`src/rtl/seq_counting_pkg.sv`:
```
// Shared constants and helpers for the ascending-run detector.
// State encoding: MATCH_k is the integer k, DONE is the integer LEN.
package seq_counting_pkg;
  localparam int SYM_START = 1;

  function automatic int prog_w(input int len);
    return (len < 1) ? 1 : $clog2(len + 1);
  endfunction

  function automatic int done_code(input int len);
    return len;
  endfunction
endpackage

```
`src/rtl/seq_counting_if.sv`:
```
// Symbol stream in, match status out.
interface seq_counting_if
  import seq_counting_pkg::*;
#(
  parameter int W     = 2,
  parameter int LEN   = 3,
  parameter int CNT_W = 8
) ();
  logic                     en;
  logic [W-1:0]             num;
  logic                     clr;
  logic                     ans;
  logic                     hit;
  logic [CNT_W-1:0]         count;
  logic [prog_w(LEN)-1:0]   progress;

  modport master (output en, num, clr, input ans, hit, count, progress);
  modport slave  (input en, num, clr, output ans, hit, count, progress);
endinterface

```
`src/rtl/seq_counting_sat_counter.sv`:
```
// Saturating up-counter; holds at all-ones instead of wrapping.
module sat_counter #(
  parameter int CNT_W = 8
) (
  input  logic             clk,
  input  logic             reset,
  input  logic             clr,
  input  logic             inc,
  output logic [CNT_W-1:0] q
);
  always_ff @(posedge clk or posedge reset) begin
    if (reset)                              q <= '0;
    else if (clr)                           q <= '0;
    else if (inc && (q != {CNT_W{1'b1}}))   q <= q + CNT_W'(1);
  end
endmodule

```
`src/rtl/seq_counting.sv`:
```
// Detects the run 1,2,...,LEN on a qualified symbol stream; sticky or counting.
module seq_counting
  import seq_counting_pkg::*;
#(
  parameter int W      = 2,
  parameter int LEN    = 3,
  parameter int CNT_W  = 8,
  parameter bit STICKY = 1'b1
) (
  input  logic          clk,
  input  logic          reset,
  seq_counting_if.slave bus
);
  localparam int PW = prog_w(LEN);
  localparam logic [PW-1:0] DONE_S = PW'(done_code(LEN));

  if (LEN < 1 || LEN > 2**W - 1) begin : g_bad_len
    $error("seq_counting: LEN must be in 1..2**W-1");
  end

  logic [PW-1:0] state, nxt;
  logic          match;
  logic          hit_q;
  logic          ans_d;
  logic [PW-1:0] prog_d;

  always_ff @(posedge clk or posedge reset) begin
    if (reset) begin
      state <= '0;
      hit_q <= 1'b0;
    end else begin
      state <= nxt;
      hit_q <= match;
    end
  end

  // Any mismatch falls back to MATCH_1 or MATCH_0 only: no proper suffix
  // of 1..LEN other than "1" is also a prefix of it.
  always_comb begin
    nxt   = state;
    match = 1'b0;
    if (bus.clr) begin
      nxt = '0;
    end else if (bus.en && !(STICKY && state == DONE_S)) begin
      if (int'(bus.num) == int'(state) + 1) begin
        if (int'(state) + 1 == LEN) begin
          match = 1'b1;
          nxt   = STICKY ? DONE_S : '0;
        end else begin
          nxt = PW'(int'(state) + 1);
        end
      end else if (int'(bus.num) == SYM_START) begin
        nxt = PW'(1);
      end else begin
        nxt = '0;
      end
    end
  end

  always_comb begin
    ans_d  = STICKY ? (state == DONE_S) : hit_q;
    prog_d = state;
  end

  assign bus.ans      = ans_d;
  assign bus.hit      = hit_q;
  assign bus.progress = prog_d;

  sat_counter #(.CNT_W(CNT_W)) u_cnt (
    .clk   (clk),
    .reset (reset),
    .clr   (bus.clr),
    .inc   (match),
    .q     (bus.count)
  );
endmodule

```
`src/flat_wrapper.sv`:
```
// flat-port wrapper written by rule: the top's interface ports become plain ports
module seq_counting_flat import seq_counting_pkg::*;
#(
  parameter int W      = 2,
  parameter int LEN    = 3,
  parameter int CNT_W  = 8,
  parameter bit STICKY = 1'b1
)
  (clk, reset, bus_en, bus_num, bus_clr, bus_ans, bus_hit, bus_count, bus_progress);
  seq_counting_if #(.W(W), .LEN(LEN), .CNT_W(CNT_W)) bus_i ();
  input  logic clk;
  input  logic reset;
  input wire logic [$bits(bus_i.en)-1:0] bus_en;
  input wire logic [$bits(bus_i.num)-1:0] bus_num;
  input wire logic [$bits(bus_i.clr)-1:0] bus_clr;
  output wire logic [$bits(bus_i.ans)-1:0] bus_ans;
  output wire logic [$bits(bus_i.hit)-1:0] bus_hit;
  output wire logic [$bits(bus_i.count)-1:0] bus_count;
  output wire logic [$bits(bus_i.progress)-1:0] bus_progress;
  assign bus_i.en = bus_en;
  assign bus_i.num = bus_num;
  assign bus_i.clr = bus_clr;
  assign bus_ans = bus_i.ans;
  assign bus_hit = bus_i.hit;
  assign bus_count = bus_i.count;
  assign bus_progress = bus_i.progress;
  seq_counting #(.W(W), .LEN(LEN), .CNT_W(CNT_W), .STICKY(STICKY)) u_core (.clk(clk), .reset(reset), .bus(bus_i));
endmodule
```
`config.mk`:
```
export PLATFORM = sky130hd
export DESIGN_NAME = seq_counting_flat
export DESIGN_NICKNAME = d
export VERILOG_FILES = /design/src/rtl/seq_counting_pkg.sv /design/src/rtl/seq_counting_if.sv /design/src/rtl/seq_counting_sat_counter.sv /design/src/rtl/seq_counting.sv /design/src/flat_wrapper.sv
export SDC_FILE = /design/constraint.sdc
export NUM_CORES = 1
export LEC_CHECK = 0
export ABC_AREA = 1
export BUFFER_PORTS_ARGS = -buffer_cell sky130_fd_sc_hd__buf_4
export CAP_MARGIN = 30
export CORE_ASPECT_RATIO = 0.8
export CORE_UTILIZATION = 25
export CTS_BUF_LIST = sky130_fd_sc_hd__clkbuf_8
export DETAILED_ROUTE_END_ITERATION = 8
export HOLD_SLACK_MARGIN = 0.02
export SYNTH_ARGS = -nofsm -noshare
export SYNTH_HDL_FRONTEND = slang
export SYNTH_HIERARCHICAL = 1
export SYNTH_SLANG_ARGS = --single-unit
export TNS_END_PERCENT = 10
```
`constraint.sdc`:
```
create_clock -name clk -period 2.8 [get_ports clk]
set_input_delay 0.14 -clock clk [delete_from_list [all_inputs] [get_ports clk]]
set_output_delay 0.14 -clock clk [all_outputs]
set_load 0.02 [all_outputs]
```
Word-level counts from Yosys, hierarchy flattened
Cells that the tools add are included.
- flip-flop bits (word level): 11
- bits of input ports: 6
- output and inout port bits: 12
- logic and storage cells: 26
- $add $sub $neg: 2
- equality and inequality tests: 5
- mux-type cells: 11
- reduce and logical (&&, ||, !) cells: 5
- operators by type and width (operator ; count):
    $eq 3x32->1 ; 1
    $eq 32x3->1 const B ; 1
    $mux 8 ; 2
    $add 8x1->8 const B ; 1
    $mux 2 ; 4
    $ne 8x8->1 const B ; 1
    $mux 1 ; 5
    $eq 2x2->1 const B ; 2
    $reduce_bool 2->1 ; 2
    $add 2x1->3 const B ; 1
    $logic_and 1x1->1 ; 2
    $logic_not 1->1 ; 1

Longest topological paths before layout
Gate-level depths: netlist (run 1).
- depth in word-level cells: 9
- mapped depth: 12
- depth with buffers taken out: 12

Hierarchy
Netlist (run 1), hierarchy kept.
- modules (own cells, without submodules) (module ; times used ; cells each ; area an instance (um^2) ; seq. area each (um^2)):
    sat_counter ; 1 ; 69 ; 506.7 ; 200.2
    seq_counting ; 1 ; 35 ; 235.2 ; 75.1

Least setup slack after synthesis (run 1)
OpenSTA, ideal clock, no wires.
- kind: register to register
- start point: register u_core.state[0], in the netlist u_core/bus.progress[0]
- end point: register u_core.u_cnt.q[7]
- arrival: 1.893 ns
- data required time: 2.687 ns
- setup slack: 0.794 ns
- stages on the path, launching flop included: 13
- period minus slack after synthesis: 2.006 ns
- cell sequence: dfrtp_1 -> inv_1 -> ha_1 -> nand2_1 -> inv_1 -> nor2_2 -> nand2_2 -> nor4_2 -> inv_1 -> a21oi_1 -> nand3_1 -> nand2_1 -> inv_1
- word-level cells in the longest chain between the ends: 8
- ends and longest elaborated chain (what ; RTL line ; source):
    start: declaration ; seq_counting.sv:21 ; logic [PW-1:0] state, nxt;
    start signal: assignment ; seq_counting.sv:32 ; state <= nxt;
    $add 2x1->3 ; seq_counting.sv:45, seq_counting.sv:46 ;
    $eq 32x3->1 ; seq_counting.sv:46 ; if (int'(state) + 1 == LEN) begin
    $mux 1 ; seq_counting.sv:46 ;
    $mux 1 ; seq_counting.sv:45 ; if (int'(bus.num) == int'(state) + 1) begin
    $mux 1 (*) ; seq_counting.sv:44 ; end else if (bus.en && !(STICKY && state == DONE_S)) begin
    $mux 1 (*) ; seq_counting.sv:42 ; if (bus.clr) begin
    named net u_core.match ; seq_counting.sv:22 ; logic match;
    $logic_and 1x1->1 (*) ; seq_counting_sat_counter.sv:14 ; else if (inc && (q != {CNT_W{1'b1}})) q <= q + CNT_W'(1);
    $reduce_bool 2->1 (no source line) (*) ; n/a ;
    end signal: assignment ; seq_counting_sat_counter.sv:14 ;
    end: declaration ; seq_counting_sat_counter.sv:9 ; output logic [CNT_W-1:0] q
The timed path passes the listed nets; every way through them passes the cells marked *.
A chain may end at the register's enable or synchronous reset.

Worst setup path in the final report (run 1)
- start point: register u_core.state[0], in the netlist u_core/bus.progress[0]
- end point: register u_core.u_cnt.q[1]
Same word-level chain as after synthesis.

==> summary.txt, run 1 <==
Run status
  – Outcome: finished, final reports clean

Final layout
  – Fin util: approximately a third
  – Fin nets: around 140
  – # diodes: 0
  – Area grow syn2layout: 31.03%
  – Layout cells sized above 1: about 25%
  – Fin area: 972.2 sq um
  – Fin cells: approximately 160

STA
  – Peak Freq: approximately 480 MHz
  – Total negative slack: 0 ns
  – Minimum clock period: around 2.1 ns
  – Clock skew: 0.002224 ns
  – Final Max Tran Viols: 0
  – Final period utilization: approximately three quarters
  – Final WS setup: between 0.7 and 0.8 ns
  – Final setup violating endpoints: 0
  – RSZ-0062 raised after global routing: false
  – Slew @ Worst Pin: 0.4210 ns
  – Final Hold Violating Endpoints: 0
  – Slew headroom: between 70 and 80%

Synth
  – Most common cell in the synthesized netlist: nand2_1
  – Cells after Synth: around 100
  – Post-synth cell types: 18
  – Register area share after synthesis: between 30 and 40%
  – Post-synth EDFFs: 0
  – Seq cells post-synth: 11
  – Post-synth top cells: nand2_1 (33), inv_1 (19), dfrtp_1 (11)
  – Ys async rst share: 100.0%
  – Synth top area share: ~37%
  – Post-Syn Area: around 740 sq um
  – Synthesized Nets: approximately 110
  – Biggest area consumer among synthesized cells: dfrtp_1
  – Ys Warns: 6
  – Dominant synthesized flop cell: dfrtp_1
  – Post-Syn Area per Cell: approximately 7.1 sq um
  – Cells taking the most area after synthesis: dfrtp_1 (37%), nand2_1 (17%), inv_1 (9.6%)

Pwr
  – Sw power: about 90 uW
  – Pwr dens: between 300 and 400 nW/um^2
  – Clock power share: a little over two fifths
  – Sw Ratio: between 20 and 25%
  – Share of power burned in registers: between 40% and 50%
  – Internal Power: ~270 uW
  – VDD IR max: approximately 0.13 mV
  – Logic pwr share: 11.9%
  – Static leakage: ~0.00054 uW

Detailed routing
  – Post-route DRC: 0
  – Met2 WL post-DR: between 700 and 800 um
  – TritonRoute pass-1 iters: 5
  – Routed length on met3: approximately 90 um
  – Top routing layer used: met4
  – Routed len/inst: ~9.4 um
  – Vias: 687
  – Met1 wire length: roughly 720 um
  – Detailed Route Iter0 Violations: 29
  – Final ANT Viol Nets: 0
  – Total wire length: roughly 1500 um
  – Mean number of vias per cell: between 4 and 5

Clocking
  – Setup Fix Bufs, Post-CTS: 0
  – CTS max path bufs: 2
  – CTS tree: done
  – Num CTS Buffers: 3
  – Post-CTS Hold Fix Bufs: 1
  – Clk slew on worst S/H paths: 0.05 ns
  – Clock Latency Late Sink: roughly 0.24 ns
  – H-tree levels: 1
  – Root Buffer Master: clkbuf_8
  – CTS sink cnt: 11
  – PostCTS Resize Cnt: 0

Worst setup path
  – R2r setup slk: roughly 0.72 ns
  – CP Data Required Time: between 2 and 3 ns
  – Cell breakdown of the critical path: inv_1, ha_1, nand2_1, inv_1, nor2_2, nand2_2, nor4_2, nand2_4, nor2_1, nand2_1, nand2_1
  – Critical Path AT: 2.26 ns
  – Crit path kind: register to register
  – Critical Path Fanout Max: 6
  – Slowest cell delay on critical path: approximately 0.43 ns
  – Crit path capture type: register
  – Worst setup SP type: register
  – Worst path slowest cell: dfrtp_1
  – Most used cell, CP: nand2_1

Global route
  – GR Overflow Total: 0
  – First-pass GRT wire length: approximately 2900 um
  – Largest net degree at the start of global routing: 9
  – Vias in the first global route: roughly 670
  – Tot GR Track Use: a little under an eighth
  – Initial antenna violation count: 0

Floorplan
  – Die Y: around 50 um
  – DIE AREA: 3191 sq um
  – CORE AREA: ~2800 sq um
  – Initial Util: a little over a quarter
  – Row count: 17
  – Die W: 62.91 um
  – I/O pin cnt: 18

Hold path
  – Min-Delay Path Class: input pin to register

Placement
  – Cells after DPL: approximately 160
  – Routability Congestion: 0.8145
  – DP HPWL: roughly 1200 um
  – Post-place instance area: just over 900 sq um
  – Number of port buffers: 17
  – DP Worst Slack: between 0.6 and 0.7 ns

Flow run
  – Max Cap Viol: 0
## sequential cells by signal (all words and copies together), names as in the netlist
signal	flops
u_core/u_cnt/q	8
u_core/bus.progress	2
u_core/bus.hit	1
## metal layers
metal	global-route usage, %	vias up
met3	4.091	2
met1	14.09	309
li1	-	357
met2	19.18	19
met5	0	-
met4	3.488	0
## logic make-up after synthesis
| logic type | Yosys count | synth area share, % |
|---|---|---|
| AO/OA/AOI/OAI | 5 | 3.371 |
| flip-flops | 11 | 37.10 |
| adder cells (fa/ha/maj) | 3 | 5.060 |
| buffers and inverters | 20 | 10.79 |
| AND/OR/NAND/NOR | 61 | 38.95 |
| XOR/XNOR | 4 | 4.723 |
## per-stage QoR
step	total power [uW]	hold slack (ns)
finish	364.0	0.1402
global route	384.1	0.1497
CTS	368.8	0.1398
detailed placement	209.0	0.03868
global placement	207.4	0.04129
floorplan	192.8	-0.1064
## final timing paths
kind                                                    startpoint                                  to  cells past startpoint
worst max-delay path            u_core/bus.progress[0]$_DFFE_PP0P_       u_core/u_cnt/q[1]$_DFFE_PP0P_                     11
worst min-delay path                                       bus_clr            u_core/bus.hit$_DFF_PP0_                      2
worst min register to register       u_core/u_cnt/q[1]$_DFFE_PP0P_       u_core/u_cnt/q[1]$_DFFE_PP0P_                      2
max in group asynchronous                                    reset       u_core/u_cnt/q[2]$_DFFE_PP0P_                      3
min in group asynchronous                                    reset  u_core/bus.progress[1]$_DFFE_PP0P_                      3
worst max register to register  u_core/bus.progress[0]$_DFFE_PP0P_       u_core/u_cnt/q[1]$_DFFE_PP0P_                     11
## power by group through the flow
stage	clock network (uW)	registers, uW	logic (uW)
after floorplan	0	168	25.1
after global placement	0	166	41.6
after detailed placement	0	166	42.9
after CTS	161	163	44.1
after global routing	171	164	49.1
final	157	163	43.4
## final cells by class
type	count	area [sq um]
Inverter	20	80.08
Timing Repair Buffer	18	137.6
Multi-Input combinational cell	73	386.6
Tap cell	38	47.55
Clock buffer	3	41.29
Fill cell	304	1814
Clock inverter	1	3.754
Sequential cell	11	275.3
## worst max-delay path: cells and delay by family (launching register included)
family | cells | cell delay (ns)
buffers and inverters | 2 | 0.13
AND/OR/NAND/NOR | 8 | 1.13
flip-flops | 1 | 0.43
adder cells (fa/ha/maj) | 1 | 0.33
## cell usage in the layout (no fill, tap or decap)
cell type | netlist | final
clkbuf_8 | 0 | 3
a21oi_1 | 3 | 3
xor2_1 | 3 | 3
inv_1 | 19 | 20
nand2_2 | 3 | 3
nand3_1 | 8 | 8
nor4_2 | 1 | 1
nand2_4 | 2 | 2
xnor2_1 | 1 | 1
buf_4 | 0 | 17
ha_1 | 3 | 3
dlygate4sd3_1 | 0 | 1
nand2_1 | 33 | 33
nor2_4 | 1 | 1
nor2_2 | 3 | 3
o21ai_0 | 1 | 1
dfrtp_1 | 11 | 11
o21ai_1 | 1 | 1
nor2_1 | 9 | 9
clkinv_4 | 1 | 1
nor3b_1 | 1 | 1
(Power assumes the default switching activity.)
==> inputs of run 2 (changes only) <==
Clock period 2.8 ns to 2 ns, I/O delays scaled along.
==> summary.txt, run 2 (synthesized netlist as in run 1, its figures left out) <==
Run status
  – Outcome: finished, final reports clean (unchanged)

Final layout
  – Fin cells: 174 (was 164)
  – Leading cell types in the layout, fill and taps excluded: buf_4 (25), nand2_1 (21), inv_1 (17), nand2_2 (15), dfrtp_1 (10) (was nand2_1 (33), inv_1 (20), buf_4 (17), dfrtp_1 (11), nor2_1 (9))
  – Most common cell after layout, fill and taps aside: buf_4 (was nand2_1)
  – Layout cells sized above 1: 44.85% (was 24.60%)
  – # diodes: 0 (unchanged)
  – Reg with most FFs: u_core/u_cnt/q (unchanged)
  – Fin nets: 146 (was 136)
  – Max reg flops: 8 (unchanged)
  – Fin util: 41.04% (was 34.89%)
  – Area grow syn2layout: 54.13% (was 31.03%)

Detailed routing
  – Post-route DRC: 0 (unchanged)
  – Total wire length: 1856 um (was 1549 um)
  – Routed len/inst: 10.67 um (was 9.445 um)
  – Vias: 726 (was 687)
  – TritonRoute pass-1 iters: 4 (was 5)
  – Final ANT Viol Nets: 0 (unchanged)
  – Detailed Route Iter0 Violations: 27 (was 29)
  – Mean number of vias per cell: 4.172 (was 4.189)

Pwr
  – Share of power burned in registers: 42.2% (was 44.9%)
  – Sw power: 136.5 uW (was 89.75 uW)
  – Sw Ratio: 25.23% (was 24.65%)
  – Pwr dens: 472.9 nW/um^2 (was 374.5 nW/um^2)
  – VDD IR max: 0.1873 mV (was 0.1276 mV)
  – Internal Power: 404.3 uW (was 274.3 uW)
  – Clock power share: 39.6% (was 43.2%)
  – Static leakage: 0.0005977 uW (was 0.0005367 uW)
  – Total power: 540.8 uW (was 364.0 uW)
  – Logic pwr share: 18.3% (was 11.9%)

Worst setup path
  – Critical Path AT: 2.13 ns (was 2.26 ns)
  – Critical Path Fanout Max: 5 (was 6)
  – Crit path capture type: register (unchanged)
  – Worst R2R Start: u_core/bus.progress[1]$_DFFE_PP0P_ (was u_core/bus.progress[0]$_DFFE_PP0P_)
  – CP Data Required Time: 2.18 ns (was 2.98 ns)
  – Crit path from: u_core/bus.progress[1]$_DFFE_PP0P_ (was u_core/bus.progress[0]$_DFFE_PP0P_)
  – Worst setup SP type: register (unchanged)
  – Crit path kind: register to register (unchanged)

STA
  – Minimum clock period: 1.954 ns (was 2.083 ns)
  – Peak Freq: 511.8 MHz (was 480.0 MHz)
  – Final period utilization: 97.69% (was 74.40%)
  – Final WS setup: 0.04627 ns (was 0.7167 ns)
  – Clock skew: 0.003157 ns (was 0.002224 ns)
  – Final Hold Violating Endpoints: 0 (unchanged)
  – Slew @ Worst Pin: 0.3304 ns (was 0.4210 ns)
  – Final setup violating endpoints: 0 (unchanged)
  – Final Max Tran Viols: 0 (unchanged)
  – Worst hold slack: 0.2023 ns (was 0.1402 ns)
  – RSZ-0062 raised after global routing: true (was false)
  – Slew headroom: 77.95% (was 71.70%)

Placement
  – Number of port buffers: 17 (unchanged)
  – DP Worst Slack: -0.04724 ns (was 0.6969 ns)
  – Cells after DPL: 160 (was 159)
  – Routability Congestion: 0.7544 (was 0.8145)
  – DP HPWL: 1233 um (was 1248 um)

Floorplan
  – Row count: 17 (unchanged)
  – I/O pin cnt: 18 (unchanged)
  – DIE AREA: 3191 sq um (unchanged)
  – CORE AREA: 2786 sq um (unchanged)
  – Die Y: 50.73 um (unchanged)
  – Initial Util: 26.63% (unchanged)
  – Die W: 62.91 um (unchanged)

Flow run
  – Max Cap Viol: 0 (unchanged)

Clocking
  – Root Buffer Master: clkbuf_8 (unchanged)
  – H-tree levels: 1 (unchanged)
  – Clk slew on worst S/H paths: 0.05 ns (about the same)
  – CTS sink cnt: 11 (unchanged)
  – CTS tree: done (unchanged)
  – CTS max path bufs: 2 (unchanged)
  – Clock Latency Late Sink: 0.23 ns (was 0.24 ns)
  – Num CTS Buffers: 3 (unchanged)

Global route
  – Grt peak-use layer: met2 (unchanged)
  – Tot GR Track Use: 10.95% (was 11.59%)
  – First-pass GRT wire length: 2649 um (was 2870 um)
  – GR Util met1: 12.85% (was 14.09%)
  – Largest net degree at the start of global routing: 9 (unchanged)
  – Met3 Track Usage GR: 4.318% (was 4.091%)
  – Vias in the first global route: 624 (was 666)
  – Met2 Use GR: 18.28% (was 19.18%)
  – Initial antenna violation count: 0 (unchanged)
  – GR Overflow Total: 0 (unchanged)

Hold path
  – Worst Hold Launch: bus_clr (unchanged)
  – Min-Delay Path Class: input pin to register (unchanged)
run 2: changes by cell type in the layout (fill, tap and decap cells not counted), moves of 2 or more:
cell	delta
ha_1	-2
nand2_1	-12
buf_4	+8
ha_4	+2
nor2_4	+3
inv_1	-3
nand2_2	+12
nor2_2	-2
buf_6	+2
inv_2	+3
run 2: power groups by stage:
stage | Sequential [uW] | Clock (uW) | Combinational, uW
after floorplan | 235 | 0 | 36.7
after global placement | 233 | 0 | 59.8
after detailed placement | 233 | 0 | 62.0
after CTS | 227 | 221 | 68.4
after global routing | 228 | 234 | 106
final | 228 | 214 | 98.8
run 2: layer usage:
| layer | wire, um | vias up |
|---|---|---|
| met5 | 0 | - |
| met4 | 22 | 0 |
| met3 | 72 | 2 |
| met2 | 915 | 11 |
| met1 | 846 | 337 |
| li1 | - | 376 |
run 2: what timing repair did:
action	in CTS	in global routing
hold buffers	1	0
pin swaps	0	14
setup buffers	1	8
hold endpoints to repair	11	0
gates resized for setup	0	27
setup endpoints to repair	1	7
run 2: layout make-up:
type	count	area, sq um
clock buffer	3	41.29
clock inverter	1	3.754
fill	277	1643
inverter	20	82.58
multi-input combinational	73	471.7
sequential	11	276.5
tap	38	47.55
timing repair buffer	28	220.2
run 2: metrics by stage:
| step | instance area [sq um] | TNS, ns |
|---|---|---|
| floorplan | 750.7 | 0 |
| CTS | 996.0 | 0 |
| finish | 1144 | 0 |
| global route | 1144 | -0.1634 |
| global placement | 933.4 | 0 |
| detailed placement | 933.4 | -0.04724 |
run 2: worst max-delay path, cell delays in order, from the launching register on:
cell	delay, ns
dfrtp_2	0.44
ha_4	0.26
nand2_2	0.06
inv_2	0.05
nor2_4	0.12
nand2_2	0.09
nor4_4	0.29
buf_4	0.17
nand2_4	0.06
nor2_4	0.11
buf_6	0.13
nand2_2	0.05
nand2_1	0.06
run 2: worst paths after layout:
path	to	cells past startpoint	slack [ns]
max in group asynchronous	u_core/u_cnt/q[0]$_DFFE_PP0P_	3	1.36
worst min register to register	u_core/u_cnt/q[1]$_DFFE_PP0P_	2	0.56
worst min-delay path	u_core/bus.progress[0]$_DFFE_PP0P_	4	0.20
worst max register to register	u_core/u_cnt/q[6]$_DFFE_PP0P_	12	0.05
worst max-delay path	u_core/u_cnt/q[6]$_DFFE_PP0P_	12	0.05
min in group asynchronous	u_core/bus.hit$_DFF_PP0_	3	0.31
==> inputs of run 3 (changes only) <==
Settings changed: ABC_AREA 1 to unset.
==> summary.txt, run 3 <==
Clocking
  – Num CTS Buffers: 3 (unchanged)
  – Clock Latency Late Sink: 0.24 ns (was 0.23 ns)
  – CTS tree: done (unchanged)
  – Clk slew on worst S/H paths: 0.05 ns (about the same)
  – Root Buffer Master: clkbuf_8 (unchanged)
  – H-tree levels: 1 (unchanged)
  – CTS max path bufs: 2 (unchanged)
  – CTS sink cnt: 11 (unchanged)

Pwr
  – Static leakage: 0.0004835 uW (was 0.0005977 uW)
  – Pwr dens: 497.5 nW/um^2 (was 472.9 nW/um^2)
  – VDD IR max: 0.2575 mV (was 0.1873 mV)
  – Total power: 508.5 uW (was 540.8 uW)

STA
  – Final period utilization: 97.59% (was 97.69%)
  – Final setup violating endpoints: 0 (unchanged)
  – Peak Freq: 512.4 MHz (was 511.8 MHz)
  – Final Hold Violating Endpoints: 0 (unchanged)
  – Minimum clock period: 1.952 ns (was 1.954 ns)
  – Slew @ Worst Pin: 0.3074 ns (was 0.3304 ns)
  – RSZ-0062 raised after global routing: true (unchanged)
  – Slew headroom: 79.49% (was 77.95%)
  – Final Max Tran Viols: 0 (unchanged)
  – Clock skew: 0.002677 ns (was 0.003157 ns)

Detailed routing
  – Routed len/inst: 11.66 um (was 10.67 um)
  – TritonRoute pass-1 iters: 4 (unchanged)
  – Total wire length: 1598 um (was 1856 um)
  – Final ANT Viol Nets: 0 (unchanged)
  – Vias: 648 (was 726)
  – Mean number of vias per cell: 4.730 (was 4.172)
  – Detailed Route Iter0 Violations: 13 (was 27)
  – Post-route DRC: 0 (unchanged)

Worst setup path
  – Slowest cell delay on critical path: 0.44 ns (about the same)
  – Worst-case reg-to-reg path depth: 7 (was 12)
  – Worst setup SP type: register (unchanged)
  – Critical Path Fanout Max: 4 (was 5)
  – Worst R2R Start: u_core/bus.progress[0]$_DFFE_PP0P_ (was u_core/bus.progress[1]$_DFFE_PP0P_)
  – CP Data Required Time: 2.12 ns (was 2.18 ns)
  – Crit path from: u_core/bus.progress[0]$_DFFE_PP0P_ (was u_core/bus.progress[1]$_DFFE_PP0P_)
  – Critical Path AT: 2.07 ns (was 2.13 ns)
  – Worst path slowest cell: dfrtp_2 (unchanged)
  – Crit path capture type: register (unchanged)
  – Reg2reg end: u_core/u_cnt/q[5]$_DFFE_PP0P_ (was u_core/u_cnt/q[6]$_DFFE_PP0P_)
  – R2r setup slk: 0.05 ns (about the same)
  – Crit path capture: u_core/u_cnt/q[5]$_DFFE_PP0P_ (was u_core/u_cnt/q[6]$_DFFE_PP0P_)
  – Cell breakdown of the critical path: ha_4, and2b_1, nand4b_1, nor2_4, nand4_1, a211oi_2, mux2_4 (was ha_4, nand2_2, inv_2, nor2_4, nand2_2, nor4_4, buf_4, nand2_4, nor2_4, buf_6, nand2_2, nand2_1)
  – Crit path kind: register to register (unchanged)

Synth
  – Dominant synthesized flop cell: dfrtp_1 (unchanged)
  – Seq cells post-synth: 11 (unchanged)
  – Most common cell in the synthesized netlist: dfrtp_1 (was nand2_1)
  – Synthesized Nets: 82 (was 113)
  – Combinational family with the most area after synthesis: simple AND/OR/NAND/NOR gates (unchanged)
  – Compound-Gate Fraction of Synth Area: 14.96% (was 3.373%)
  – XOR/XNOR share of the synthesized area: 2.435% (was 4.722%)
  – Post-synth cell types: 31 (was 18)
  – Register area share after synthesis: 38.26% (was 37.10%)
  – Post-synth top cells: dfrtp_1 (11), nor2_1 (6), a21oi_1 (5), inv_1 (5), nand2_1 (5) (was nand2_1 (33), inv_1 (19), dfrtp_1 (11))
  – Post-Syn Area per Cell: 9.855 sq um (was 7.134 sq um)
  – Cells after Synth: 73 (was 104)
  – Post-synth EDFFs: 0 (unchanged)
  – Biggest area consumer among synthesized cells: dfrtp_1 (unchanged)
  – Post-Syn Area: 719.4 sq um (was 742.0 sq um)
  – Mux cell area share after synthesis: 9.739% (was 0%)
  – Ys async rst share: 100.0% (unchanged)
  – Synth Area in Simple Gates: 24.70% (was 38.95%)
  – Synth top area share: 38.26% (was 37.10%)
  – Synthesized-area fraction occupied by adder cells: 5.217% (was 5.059%)
  – Cells taking the most area after synthesis: dfrtp_1 (38%), mux2_4 (8.3%), ha_1 (5.2%) (was dfrtp_1 (37%), nand2_1 (17%), inv_1 (9.6%))
  – Ys Warns: 6 (unchanged)

Placement
  – Number of port buffers: 17 (unchanged)
  – Routability Congestion: 0.7972 (was 0.7544)
  – DP HPWL: 1216 um (was 1233 um)
  – Post-place instance area: 919.6 sq um (was 933.4 sq um)

Final layout
  – Fin nets: 109 (was 146)
  – Reg with most FFs: u_core/u_cnt/q (unchanged)
  – # diodes: 0 (unchanged)
  – Fin area: 1022 sq um (was 1144 sq um)
  – Max reg flops: 8 (unchanged)
  – Leading cell types in the layout, fill and taps excluded: buf_4 (23), dfrtp_1 (9), inv_1 (6) (was buf_4 (25), nand2_1 (21), inv_1 (17), nand2_2 (15), dfrtp_1 (10))
  – Fin util: 37.25% (was 41.04%)
  – Most common cell after layout, fill and taps aside: buf_4 (unchanged)
  – Area grow syn2layout: 42.09% (was 54.13%)
  – Layout cells sized above 1: 40.40% (was 44.85%)

Global route
  – Vias in the first global route: 577 (was 624)
  – Met2 Use GR: 16.84% (was 18.28%)
  – First-pass GRT wire length: 2642 um (was 2649 um)
  – Largest net degree at the start of global routing: 15 (was 9)
  – Grt peak-use layer: met2 (unchanged)
  – Met3 Track Usage GR: 2.100% (was 4.318%)
  – Initial antenna violation count: 0 (unchanged)
  – GR Util met1: 15.97% (was 12.85%)
  – GR Overflow Total: 0 (unchanged)
  – Tot GR Track Use: 11.85% (was 10.95%)

Floorplan
  – I/O pin cnt: 18 (unchanged)
  – Row count: 17 (unchanged)
  – CORE AREA: 2744 sq um (was 2786 sq um)
  – Die W: 61.98 um (was 62.91 um)
  – DIE AREA: 3098 sq um (was 3191 sq um)
  – Initial Util: 26.22% (was 26.63%)
  – Die Y: 49.98 um (was 50.73 um)

Run status
  – Outcome: finished, final reports clean (unchanged)

Flow run
  – Max Cap Viol: 0 (unchanged)

Hold path
  – Min-Delay Path Class: input pin to register (unchanged)
-- run 3: how the worst min path moves through the flow --
stage / cells past startpoint / startpoint / endpoint / slack [ns]
6_report: 2 / bus_clr / u_core/bus.progress[1]$_DFFE_PP0P_ / 0.13
5_1_grt: 2 / bus_clr / u_core/bus.progress[1]$_DFFE_PP0P_ / 0.15
4_1_cts: 2 / bus_clr / u_core/bus.progress[1]$_DFFE_PP0P_ / 0.14
3_5_place_dp: 2 / reset / u_core/bus.hit$_DFF_PP0_ / -0.0005
3_3_place_gp: 2 / reset / u_core/bus.hit$_DFF_PP0_ / -0.005
2_1_floorplan: 1 / reset / u_core/bus.hit$_DFF_PP0_ / -0.15
-- run 3: metrics by stage --
stage,hold slack (ns),setup TNS (ns),std cells,setup WS [ns]
after floorplan,-0.1465,-0.01833,73,-0.01833
after global placement,-0.004548,0,129,0.04193
after detailed placement,-0.0005202,-0.05268,129,-0.04824
after CTS,0.1351,0,135,0.02910
after global routing,0.1502,-0.05868,137,-0.04994
final,0.1306,0,137,0.04829
-- run 3: repair_timing --
item                                    4_1_cts  5_1_grt
hold endpoints to repair                     11        0
buffers inserted                              1        2
pin swaps                                     3        1
endpoints found under the setup margin        2        3
cloned                                        0        0
resized for setup                             1        2
hold buffers                                  1        0
-- run 3: cells by family after synthesis --
logic type                 count (synthesis)
muxes                                      5
xor gates and xnor gates                   2
AOI/OAI and AO/OA                         14
and+or+nand+nor                           31
DFF                                       11
adders and majority gates                  3
buffers and inverters                      7
-- run 3: worst max-delay path: cells and delay by family, from the launching register on --
family	cells	cell delay [ns]
AOI/OAI and AO/OA	1	0.23
muxes	1	0.31
DFF	1	0.44
and+or+nand+nor	4	0.67
adders and majority gates	1	0.17
-- run 3: final cells by class --
type | instances | area, sq um
Clock buffer | 3 | 41.29
Multi-Input combinational cell | 55 | 450.4
Timing Repair Buffer | 24 | 182.7
Clock inverter | 1 | 3.754
Tap cell | 38 | 47.55
Fill cell | 271 | 1722
Inverter | 5 | 18.77
Sequential cell | 11 | 277.8
-- run 3: where the power goes --
part           switching (uW)  internal (uW)
sequential               2.86            225
clock                    82.3            135
combinational            32.9           30.7
total                     118            391
-- run 3: layer usage --
layer | wire length, um | share of wire, % | vias up
met3 | 101 | 6.3 | 4
met4 | 32 | 2.0 | 0
met5 | 0 | 0 | -
li1 | - | - | 314
met2 | 706 | 44 | 25
met1 | 757 | 47 | 305
